File: src/rtl/watch_time_keeper.sv
// Calendar/time-of-day core: counts seconds from a synchronized 1 Hz strobe with
// full carry through year, and accepts validated atomic loads from set-mode.
module watch_time_keeper #(
    parameter logic [7:0] RST_YEAR  = 8'd24,
    parameter logic [7:0] RST_MONTH = 8'd1,
    parameter logic [7:0] RST_DAY   = 8'd1
) (
    input  logic        clk,
    input  logic        rst,
    input  logic        clk1sec,
    input  logic [47:0] bin_time,
    input  logic        en_time,
    output logic [7:0]  year,
    output logic [7:0]  month,
    output logic [7:0]  day,
    output logic [7:0]  hour,
    output logic [7:0]  minute,
    output logic [7:0]  second,
    output logic        sec_pulse,
    output logic        load_ok,
    output logic        load_err
);

    // Leap rule year[1:0]==0 is exact because 2000 is a leap year.
    function automatic logic [7:0] days_in_month(input logic [7:0] m, input logic [7:0] y);
        logic [7:0] d;
        case (m)
            8'd4, 8'd6, 8'd9, 8'd11: d = 8'd30;
            8'd2:                    d = (y[1:0] == 2'b00) ? 8'd29 : 8'd28;
            default:                 d = 8'd31;
        endcase
        return d;
    endfunction

    logic       sync1_q, sync2_q, edge_q;
    logic       tick;
    logic [7:0] year_q, month_q, day_q, hour_q, min_q, sec_q;
    logic [7:0] year_d, month_d, day_d, hour_d, min_d, sec_d;
    logic       sec_pulse_q, load_ok_q, load_err_q;

    logic [7:0] b_sec, b_min, b_hour, b_day, b_month, b_year;
    logic       load_valid, load_acc;

    assign b_sec   = bin_time[7:0];
    assign b_min   = bin_time[15:8];
    assign b_hour  = bin_time[23:16];
    assign b_day   = bin_time[31:24];
    assign b_month = bin_time[39:32];
    assign b_year  = bin_time[47:40];

    assign load_valid = (b_sec <= 8'd59) && (b_min <= 8'd59) && (b_hour <= 8'd23) &&
                        (b_month >= 8'd1) && (b_month <= 8'd12) && (b_year <= 8'd99) &&
                        (b_day >= 8'd1) && (b_day <= days_in_month(b_month, b_year));
    assign load_acc   = en_time && load_valid;

    assign tick = sync2_q && !edge_q;

    always_comb begin
        year_d  = year_q;
        month_d = month_q;
        day_d   = day_q;
        hour_d  = hour_q;
        min_d   = min_q;
        sec_d   = sec_q;
        // An accepted load swallows a coincident tick; a rejected one does not.
        if (load_acc) begin
            year_d  = b_year;
            month_d = b_month;
            day_d   = b_day;
            hour_d  = b_hour;
            min_d   = b_min;
            sec_d   = b_sec;
        end else if (tick) begin
            if (sec_q == 8'd59) begin
                sec_d = 8'd0;
                if (min_q == 8'd59) begin
                    min_d = 8'd0;
                    if (hour_q == 8'd23) begin
                        hour_d = 8'd0;
                        if (day_q >= days_in_month(month_q, year_q)) begin
                            day_d = 8'd1;
                            if (month_q == 8'd12) begin
                                month_d = 8'd1;
                                year_d  = (year_q == 8'd99) ? 8'd0 : year_q + 8'd1;
                            end else begin
                                month_d = month_q + 8'd1;
                            end
                        end else begin
                            day_d = day_q + 8'd1;
                        end
                    end else begin
                        hour_d = hour_q + 8'd1;
                    end
                end else begin
                    min_d = min_q + 8'd1;
                end
            end else begin
                sec_d = sec_q + 8'd1;
            end
        end
    end

    always_ff @(posedge clk or negedge rst) begin
        if (!rst) begin
            sync1_q     <= 1'b0;
            sync2_q     <= 1'b0;
            edge_q      <= 1'b0;
            year_q      <= RST_YEAR;
            month_q     <= RST_MONTH;
            day_q       <= RST_DAY;
            hour_q      <= 8'd0;
            min_q       <= 8'd0;
            sec_q       <= 8'd0;
            sec_pulse_q <= 1'b0;
            load_ok_q   <= 1'b0;
            load_err_q  <= 1'b0;
        end else begin
            sync1_q     <= clk1sec;
            sync2_q     <= sync1_q;
            edge_q      <= sync2_q;
            year_q      <= year_d;
            month_q     <= month_d;
            day_q       <= day_d;
            hour_q      <= hour_d;
            min_q       <= min_d;
            sec_q       <= sec_d;
            sec_pulse_q <= tick && !load_acc;
            load_ok_q   <= load_acc;
            load_err_q  <= en_time && !load_valid;
        end
    end

    assign year      = year_q;
    assign month     = month_q;
    assign day       = day_q;
    assign hour      = hour_q;
    assign minute    = min_q;
    assign second    = sec_q;
    assign sec_pulse = sec_pulse_q;
    assign load_ok   = load_ok_q;
    assign load_err  = load_err_q;

endmodule

File: config.mk
export PLATFORM = sky130hd
export DESIGN_NAME = watch_time_keeper
export DESIGN_NICKNAME = d
export VERILOG_FILES = /design/src/rtl/watch_time_keeper.sv
export SDC_FILE = /design/constraint.sdc
export NUM_CORES = 1
export LEC_CHECK = 0
export ABC_CLOCK_PERIOD_IN_PS = 3300
export BUFFER_PORTS_ARGS = -buffer_cell sky130_fd_sc_hd__buf_2
export CAP_MARGIN = 20
export CORE_MARGIN = 4
export CORE_UTILIZATION = 52
export DETAILED_ROUTE_END_ITERATION = 6
export PLACE_DENSITY = 0.8
export SLEW_MARGIN = 20
export SYNTH_ARGS = -nofsm -noshare
export SYNTH_HDL_FRONTEND = slang
export SYNTH_SLANG_ARGS = --single-unit
export TNS_END_PERCENT = 5
File: constraint.sdc
create_clock -name clk -period 3.3 [get_ports clk]
set_clock_uncertainty 0.1 [all_clocks]
set_input_delay 0.495 -clock clk [delete_from_list [all_inputs] [get_ports clk]]
set_output_delay 0.495 -clock clk [all_outputs]
set_load 0.01 [all_outputs]
==> impl_metrics.toml, run 1 <==
[power_and_ir_drop]
max-vdd-ir-drop_mv = 0.1908
power_w = 0.001506
p_leak_nw = 1.773
power_density_nw_per_um2 = 370.3

[route]
wire_per_inst_um = 15.75
dr_total_vias = 3251
drt_wl_total_um = 8756
via_per_inst = 5.847
ant_nets = 0
firstDrtPassIters = 4
drc_errors = 0
drt_iter0_drc = 219

[cells_and_area]
final_cell_mix = "buf_2 (102), nor2_1 (52), dfrtp_1 (50), nand2_1 (30), a21oi_1 (28)"
nFillCells = 571
diodes = 0
mostFrequentLayoutCell = "buf_2"
multi_input_area_um2 = 1897
nNetsFinal = 544
drive_gt1_share_pct = 28.39
ff_latch_area_um2 = 1356
syn_to_final_growth_pct = 21.17

[logic_synthesis]
syn_area_um2 = 3357
yosys_register_bits = 54
synth.net_count = 442
avgSynthCellArea_um2 = 8.928
synth.largest_area_cell = "dfrtp_1"
synth_edf_count = 0
ys_top_cells_by_area = "dfrtp_1 (37%), nor2_1 (5.8%), ha_1 (5.2%), a21oi_1 (4.2%), nand2_1 (3.4%)"
async_reset_ff_share_pct = 100.0
synth_top_cell_area_share_pct = 37.27
yosysSeqAreaShare_pct = 40.40
syn_inst = 376
synth_cell_types = 55
synth_ff_type = "dfrtp_1"
yosysWarnings = 0

[timing]
fmax_mhz = 348.7
max_slew_margin_pct = 53.46
finalCritPeriodShare_pct = 86.91
min_period_ns = 2.868
hold_viol_final = 0
rsz0062_at_grt = "no"
tightest_slew_ns = 0.6981
setup_viol = 0
tns_ns = 0
slew_viol_final = 0

[placement]
dp_hpwl_um = 6668
gp_congestion = 0.8811
io_buffers = 102

[grt]
grtUsageTotal_pct = 23.43
grt_pass1_wl_um = 14500
grt_max_degree = 55
antenna_found_initial = 0
overflow = 0
grt_pass1_vias = 3019

[die]
core_um2 = 6314
die-area_um2 = 7805
rows = 29
die_height_um = 88.35
start_util_pct = 53.17
num_io_pins = 103
die_w_um = 88.35

[cts]
clk_pin_slew_ns = 0.10
cts_tree = "built"
ctsHtreeMaxLevel = 2
clockRootBuffer = "clkbuf_8"
holdBufCountCts = 0
post_cts_buffers = 0
clk_latency_ns = 0.31
post_cts_resized = 0
clk_path_buf_depth = 2
numCtsBuffers = 5
cts.sinks = 54

[worst_setup_path]
crit_family = "compound AO/OA/AOI/OAI gates"
end_kind = "register"
critPathArrivalTime_ns = 3.00
crit_top_cell = "ha_1"
slowest_delay_ns = 0.47
crit_type = "reg -> reg"
crit_required_ns = 3.43
path_buf_inv = 1
crit_slowest_cell = "dfrtp_1"
worst_setup_path_start_kind = "register"
cp_max_fo = 8
worstPathCellList = "inv_1, ha_1, nor2_1, o21ai_0, nand4_1, ha_1, nand2b_1, a21o_1, a41o_1, nand3_4, or3b_1, a31oi_1"

[run_status]
status = "finished clean"

[worst_hold_path]
holdCritPathClass = "in -> reg"

[run]
maxCapViolCount = 0
==> worst paths after layout <==
path                                   endpoint  slack, ns                 start  cells past startpoint
max in group asynchronous  month[3]$_DFFE_PN0P_       2.43                   rst                      2
min in group asynchronous  month[4]$_DFFE_PN0P_       0.19                   rst                      2
hold reg to reg               sync2_q$_DFF_PN0_       0.27     sync1_q$_DFF_PN0_                      0
setup / recovery            year[5]$_DFFE_PN0P_       0.43  month[1]$_DFFE_PN0P_                     12
setup reg to reg            year[5]$_DFFE_PN0P_       0.43  month[1]$_DFFE_PN0P_                     12
hold / removal                sync1_q$_DFF_PN0_       0.18               clk1sec                      1
==> metrics by stage <==
step	util [%]	area (µm²)	std cells	worst slack, ns	hold slack [ns]
finish	64.43	4068	556	0.4319	0.1802
global route	64.43	4068	556	0.2037	0.1628
CTS	64.43	4068	556	0.4084	0.1714
detailed placement	62.68	3958	548	0.3410	0.2410
global placement	62.68	3958	548	0.4304	0.2369
floorplan	-	3357	376	0.5000	0.09941
==> registers in the layout (all words and copies together) (netlist names) <==
| register | flops |
|---|---|
| month | 8 |
| edge_q | 1 |
| minute | 8 |
| sync1_q | 1 |
| day | 8 |
| second | 8 |
| sync2_q | 1 |
| hour | 8 |
| sec_pulse | 1 |
| load_ok | 1 |
| year | 8 |
| load_err | 1 |
==> power by group <==
part / switching, W / internal [W]
logic: 0.000142 / 0.000121
clock network: 0.000218 / 0.000227
registers: 0.0000841 / 0.000714
total: 0.000444 / 0.00106
==> per-layer routing <==
layer	share of wire, %	GRT usage (%)	up-vias
met1	43	33.71	1515
met2	48	36.44	134
met4	1.4	6.181	0
met3	7.6	4.469	11
li1	-	-	1591
met5	0	0	-
==> cell families (layout without fill, tap and decap cells) <==
| group | after synthesis | in the layout | share of synthesized area (%) |
|---|---|---|---|
| compound gates | 83 | 83 | 15.39 |
| flops | 54 | 54 | 40.40 |
| simple gates | 180 | 180 | 30.26 |
| buf+inv | 25 | 128 | 3.243 |
| mux | 6 | 6 | 1.826 |
| fa+ha+maj | 14 | 14 | 5.218 |
| xor+xnor | 14 | 14 | 3.653 |
==> worst register-to-register path: stages (launching register included) <==
cell and delay [ns]:
dfrtp_1 0.47, inv_1 0.11, ha_1 0.18, nor2_1 0.04, o21ai_0 0.14, nand4_1 0.12
ha_1 0.29, nand2b_1 0.09, a21o_1 0.15, a41o_1 0.38, nand3_4 0.17, or3b_1 0.39
a31oi_1 0.17
==> synth_stat cells (2+ instances only) <==
cell	instances
and3_1	12
nor2b_1	4
clkbuf_1	10
and4_1	2
o41ai_1	2
nand3_4	3
a21o_1	4
xnor2_1	8
nand2b_1	5
nand2_1	30
nor3_1	12
dfrtp_1	50
xor2_1	6
buf_2	2
o21ai_0	18
nor4_1	11
or4_1	3
o31ai_1	2
mux2i_1	5
nand3_1	16
dfstp_2	4
a31oi_1	7
o311ai_0	5
nand4_1	12
ha_1	14
inv_1	10
nor2_1	52
o211ai_1	3
a21oi_1	28
or3_1	4
nor4_2	2
o21a_1	7
==> layout make-up <==
class	instances	area share, %
clock buffer	6	1.784
clock inverter	2	0.9228
inverter	10	0.9228
multi-input combinational	297	46.63
sequential	54	33.34
tap	77	2.369
timing repair buffer	110	14.03
(Power assumes the default switching activity.)
==> run 2: changes to the inputs <==
==> constraint.sdc (replaced) <==
create_clock -name clk -period 3.3 [get_ports clk]
set_clock_uncertainty 0.1 [all_clocks]
set_input_delay 0.99 -clock clk [delete_from_list [all_inputs] [get_ports clk]]
set_output_delay 0.99 -clock clk [all_outputs]
set_load 0.01 [all_outputs]
==> run 2 against run 1 <==
Compared with the run above:
- via count up 2.5%
- cell count up 0.36%
- critical path depth down 1
- non-clock buffer count up 2
- fmax down 3.5%
- global-route usage down 0.25 points
- combinational power up 2%
- highest routed layer unchanged
- critical endpoint is now year[2]$_DFFE_PN0P_
- sequential power about the same
- setup slack worse by 0.10 ns
- count of clock-buffer cells in the layout down 1
- sequential share of layout area down 0.45 points
- largest cell class unchanged
- die area unchanged
==> impl_metrics.toml, run 2 (synthesized netlist as in run 1, its figures left out) <==
[run_status]
status = "finished clean"

[grt]
grtUsageTotal_pct = 23.18
grt_pass1_wl_um = 14320
overflow = 0
antenna_found_initial = 0
grt_pass1_vias = 3024
grt_max_degree = 50

[power_and_ir_drop]
share_comb_of_total_power_pct = 16.9
intPower_w = 0.001141
seqPwrFrac_pct = 50.1
power_frac_clock_pct = 33.0
p_leak_nw = 1.806
power_density_nw_per_um2 = 385.9
power_w = 0.001591
p_switching_w = 0.0004498
max-vdd-ir-drop_mv = 0.2831
switching_share_pct = 28.27

[timing]
finalCritPeriodShare_pct = 90.08
rsz0062_at_grt = "no"
min_period_ns = 2.973
setup_viol = 0
fmax_mhz = 336.4
max_slew_margin_pct = 65.79
hold_ws_ns = 0.2674
tightest_slew_ns = 0.5093
hold_viol_final = 0
tns_ns = 0
slew_viol_final = 0

[route]
dr_total_vias = 3332
drt_iter0_drc = 291
wire_per_inst_um = 15.91
via_per_inst = 5.971
firstDrtPassIters = 5
drc_errors = 0
drt_wl_total_um = 8878
ant_nets = 0

[cts]
ctsHtreeMaxLevel = 2
post_cts_buffers = 0
clk_path_buf_depth = 2
holdBufCountCts = 0
clk_latency_ns = 0.31
numCtsBuffers = 5
clk_pin_slew_ns = 0.10
post_cts_resized = 0
clockRootBuffer = "clkbuf_8"
cts_tree = "built"
cts.sinks = 54

[cells_and_area]
ff_latch_area_um2 = 1356
drive_gt1_share_pct = 28.90
syn_to_final_growth_pct = 22.81
multi_input_area_um2 = 1897
nFillCells = 541
final_cell_mix = "buf_2 (102), nor2_1 (52), dfrtp_1 (50), nand2_1 (30), a21oi_1 (28)"
diodes = 0
nNetsFinal = 546
mostFrequentLayoutCell = "buf_2"

[die]
num_io_pins = 103
rows = 29
die_height_um = 88.35
die_w_um = 88.35
die-area_um2 = 7805
core_um2 = 6314
start_util_pct = 53.17

[worst_hold_path]
holdCritPathClass = "reg -> reg"

[worst_setup_path]
end_kind = "register"
crit_required_ns = 3.45
critPathArrivalTime_ns = 3.12
crit_type = "reg -> reg"
worst_setup_path_start_kind = "register"
cp_max_fo = 8

[placement]
gp_congestion = 0.8831
io_buffers = 102
dp_hpwl_um = 6821

[run]
maxCapViolCount = 0
[run 2: area by class of cell]
type,instances,area share [%]
sequential,54,32.90
tap,77,2.337
clock buffer,5,1.669
inverter,10,0.9105
timing repair buffer,112,14.51
multi-input combinational,297,46.01
clock inverter,3,1.669
[run 2: critical path, stage by stage, from the launching register on]
cell and delay, ns:
dfstp_2 0.59, ha_1 0.27, nor2_1 0.07, nand2_1 0.07, nand4_1 0.08, ha_1 0.29
nand2b_1 0.10, a21o_1 0.15, a41o_1 0.41, nand3_4 0.17, o311ai_0 0.42, o21a_1 0.17
[run 2: power by group through the flow]
stage	sequential [W]	combinational, W	clock (W)
after global routing	0.000809	0.000300	0.000574
final	0.000798	0.000269	0.000524
after detailed placement	0.000807	0.000272	0
after CTS	0.000795	0.000272	0.000533
after floorplan	0.000820	0.000111	0
after global placement	0.000807	0.000264	0
[run 2: stage by stage]
| step | util (%) | setup slack [ns] | instance area (µm²) | std cells |
|---|---|---|---|---|
| 2_1_floorplan | - | 0.1932 | 3357 | 376 |
| 3_3_place_gp | 63.12 | 0.1000 | 3985 | 550 |
| 3_5_place_dp | 63.12 | 0.06284 | 3985 | 550 |
| 4_1_cts | 65.30 | 0.3726 | 4123 | 558 |
| 5_1_grt | 65.30 | 0.1750 | 4123 | 558 |
| 6_report | 65.30 | 0.3274 | 4123 | 558 |
[run 2: path summary, 6_finish.rpt]
| path | from | to | slack [ns] | depth (start not counted) |
|---|---|---|---|---|
| max | month[0]$_DFFE_PN1P_ | year[2]$_DFFE_PN0P_ | 0.33 | 11 |
| min | sync1_q$_DFF_PN0_ | sync2_q$_DFF_PN0_ | 0.27 | 0 |
| max reg2reg | month[0]$_DFFE_PN1P_ | year[2]$_DFFE_PN0P_ | 0.33 | 11 |
| min reg2reg | sync1_q$_DFF_PN0_ | sync2_q$_DFF_PN0_ | 0.27 | 0 |
| max in group asynchronous | rst | year[4]$_DFFE_PN1P_ | 1.88 | 2 |
| min in group asynchronous | rst | month[4]$_DFFE_PN0P_ | 0.52 | 1 |
[run 2: routing by layer]
metal | track usage, % | routed length [µm]
met1 | 31.43 | 3853
met3 | 4.749 | 654
met5 | 0 | 0
met2 | 38.75 | 4297
met4 | 4.533 | 72
==> run 3: changes to the inputs <==
--- a/config.mk
+++ b/config.mk
@@ -10,7 +10,7 @@
 export CAP_MARGIN = 20
 export CORE_MARGIN = 4
-export CORE_UTILIZATION = 52
+export CORE_UTILIZATION = 40
 export DETAILED_ROUTE_END_ITERATION = 6
-export PLACE_DENSITY = 0.8
+export PLACE_DENSITY = 0.64
 export SLEW_MARGIN = 20
 export SYNTH_ARGS = -nofsm -noshare
==> constraint.sdc (replaced) <==
create_clock -name clk -period 3.3 [get_ports clk]
set_clock_uncertainty 0.1 [all_clocks]
set_input_delay 0.99 -clock clk [delete_from_list [all_inputs] [get_ports clk]]
set_output_delay 0.99 -clock clk [all_outputs]
set_load 0.005 [all_outputs]
==> run 3 against run 2 <==
Compared with the run above:
- total power decreased by 0.88%
- critical path depth stayed put
- highest routed layer unchanged
- critical path type unchanged
- cell area grew 1.2%
- critical endpoint is now year[5]$_DFFE_PN0P_
- setup slack got worse by 0.0059 ns
- sequential power about the same
- sequential share of layout area down 0.39 points
==> impl_metrics.toml, run 3 (synthesized netlist as in run 1, its figures left out) <==
[run_status]
status = "finished clean"

[worst_setup_path]
cp_max_fo = 8
critPathArrivalTime_ns = 3.11
end_kind = "register"
regToRegEndpoint = "year[5]$_DFFE_PN0P_"
reg2reg_from = "month[0]$_DFFE_PN1P_"
rrSetupSlack_ns = 0.32
crit_type = "reg -> reg"
endpoint = "year[5]$_DFFE_PN0P_"
critPathLaunch = "month[0]$_DFFE_PN1P_"
crit_required_ns = 3.43
worst_setup_path_start_kind = "register"
reg2reg_depth = 11

[power_and_ir_drop]
p_leak_nw = 1.815
power_w = 0.001577
power_density_nw_per_um2 = 377.9
max-vdd-ir-drop_mv = 0.1806

[route]
drt_wl_total_um = 9013
via_per_inst = 5.534
ant_nets = 0
firstDrtPassIters = 4
wire_per_inst_um = 15.33
drt_iter0_drc = 140
dr_total_vias = 3254
drc_errors = 0

[grt]
grt_pass1_wl_um = 15130
overflow = 0
grtUsageTotal_pct = 18.62
grt_max_degree = 55
grt_pass1_vias = 3048
antenna_found_initial = 0

[cts]
cts.sinks = 54
numCtsBuffers = 5
ctsHtreeMaxLevel = 2
cts_tree = "built"
post_cts_buffers = 0
clk_path_buf_depth = 2
clockRootBuffer = "clkbuf_8"
clk_pin_slew_ns = 0.10
clk_latency_ns = 0.31
holdBufCountCts = 0
post_cts_resized = 0

[cells_and_area]
fin_util_pct = 51.04
diodes = 0
syn_to_final_growth_pct = 24.30
drive_gt1_share_pct = 29.19
mostFrequentLayoutCell = "buf_2"
final_cell_mix = "buf_2 (102), nor2_1 (52), dfrtp_1 (50), nand2_1 (30), a21oi_1 (28)"
nNetsFinal = 548

[timing]
tightest_slew_ns = 0.7025
setup_viol = 0
tns_ns = 0
fmax_mhz = 335.7
slew_viol_final = 0
min_period_ns = 2.978
rsz0062_at_grt = "no"
max_slew_margin_pct = 53.17
setup_slack_ns = 0.3216
hold_viol_final = 0
finalCritPeriodShare_pct = 90.26

[die]
die-area_um2 = 9922
core_um2 = 8175
start_util_pct = 41.06
num_io_pins = 103
die_w_um = 99.61
rows = 33
die_height_um = 99.61

[placement]
dp_hpwl_um = 7020
gp_congestion = 0.8658
preCtsSetupSlack_ns = 0.02110
io_buffers = 102

[run]
maxCapViolCount = 0

[worst_hold_path]
holdCritPathClass = "reg -> reg"
run 3: worst min-delay path by stage:
stage | startpoint | to | slack, ns | depth (start not counted)
final | sync1_q$_DFF_PN0_ | sync2_q$_DFF_PN0_ | 0.26 | 0
after global routing | sync1_q$_DFF_PN0_ | sync2_q$_DFF_PN0_ | 0.27 | 0
after CTS | sync1_q$_DFF_PN0_ | sync2_q$_DFF_PN0_ | 0.26 | 0
after detailed placement | sync1_q$_DFF_PN0_ | sync2_q$_DFF_PN0_ | 0.24 | 0
after global placement | sync1_q$_DFF_PN0_ | sync2_q$_DFF_PN0_ | 0.24 | 0
after floorplan | sync1_q$_DFF_PN0_ | sync2_q$_DFF_PN0_ | 0.23 | 0
run 3: area by class of cell:
type / instances / area [µm²]
Clock inverter: 3 / 68.82
Inverter: 10 / 37.54
Timing Repair Buffer: 114 / 613.1
Multi-Input combinational cell: 297 / 1897
Tap cell: 105 / 131.4
Clock buffer: 5 / 68.82
Fill cell: 819 / 4003
Sequential cell: 54 / 1356
run 3: power by group:
part           internal, W  leakage, nW  switching [W]
Sequential        0.000714        0.538      0.0000856
Combinational     0.000123         1.21       0.000123
Clock             0.000304       0.0683       0.000228
run 3: routing by layer:
layer / up-vias / GRT usage (%) / wire [µm]
met5: - / 0 / 0
met1: 1554 / 27.04 / 4138
met3: 6 / 3.647 / 643
li1: 1593 / - / -
met2: 101 / 28.87 / 4164
met4: 0 / 3.887 / 68
run 3: worst max-delay path, stage by stage, from the launching register on:
cell	delay, ns
dfstp_2	0.61
ha_1	0.26
nor2_1	0.07
nand2_1	0.06
nand4_1	0.10
ha_1	0.29
nand2b_1	0.09
a21o_1	0.15
a41o_1	0.43
nand3_4	0.18
or3b_1	0.37
a31oi_1	0.19
run 3: stage by stage:
stage          area, µm²  hold WS (ns)  cells
6_report            4173        0.2596    588
5_1_grt             4173        0.2653    588
4_1_cts             4173        0.2621    588
3_5_place_dp        4035        0.2379    580
3_3_place_gp        4035        0.2390    580
2_1_floorplan       3357        0.2312    376
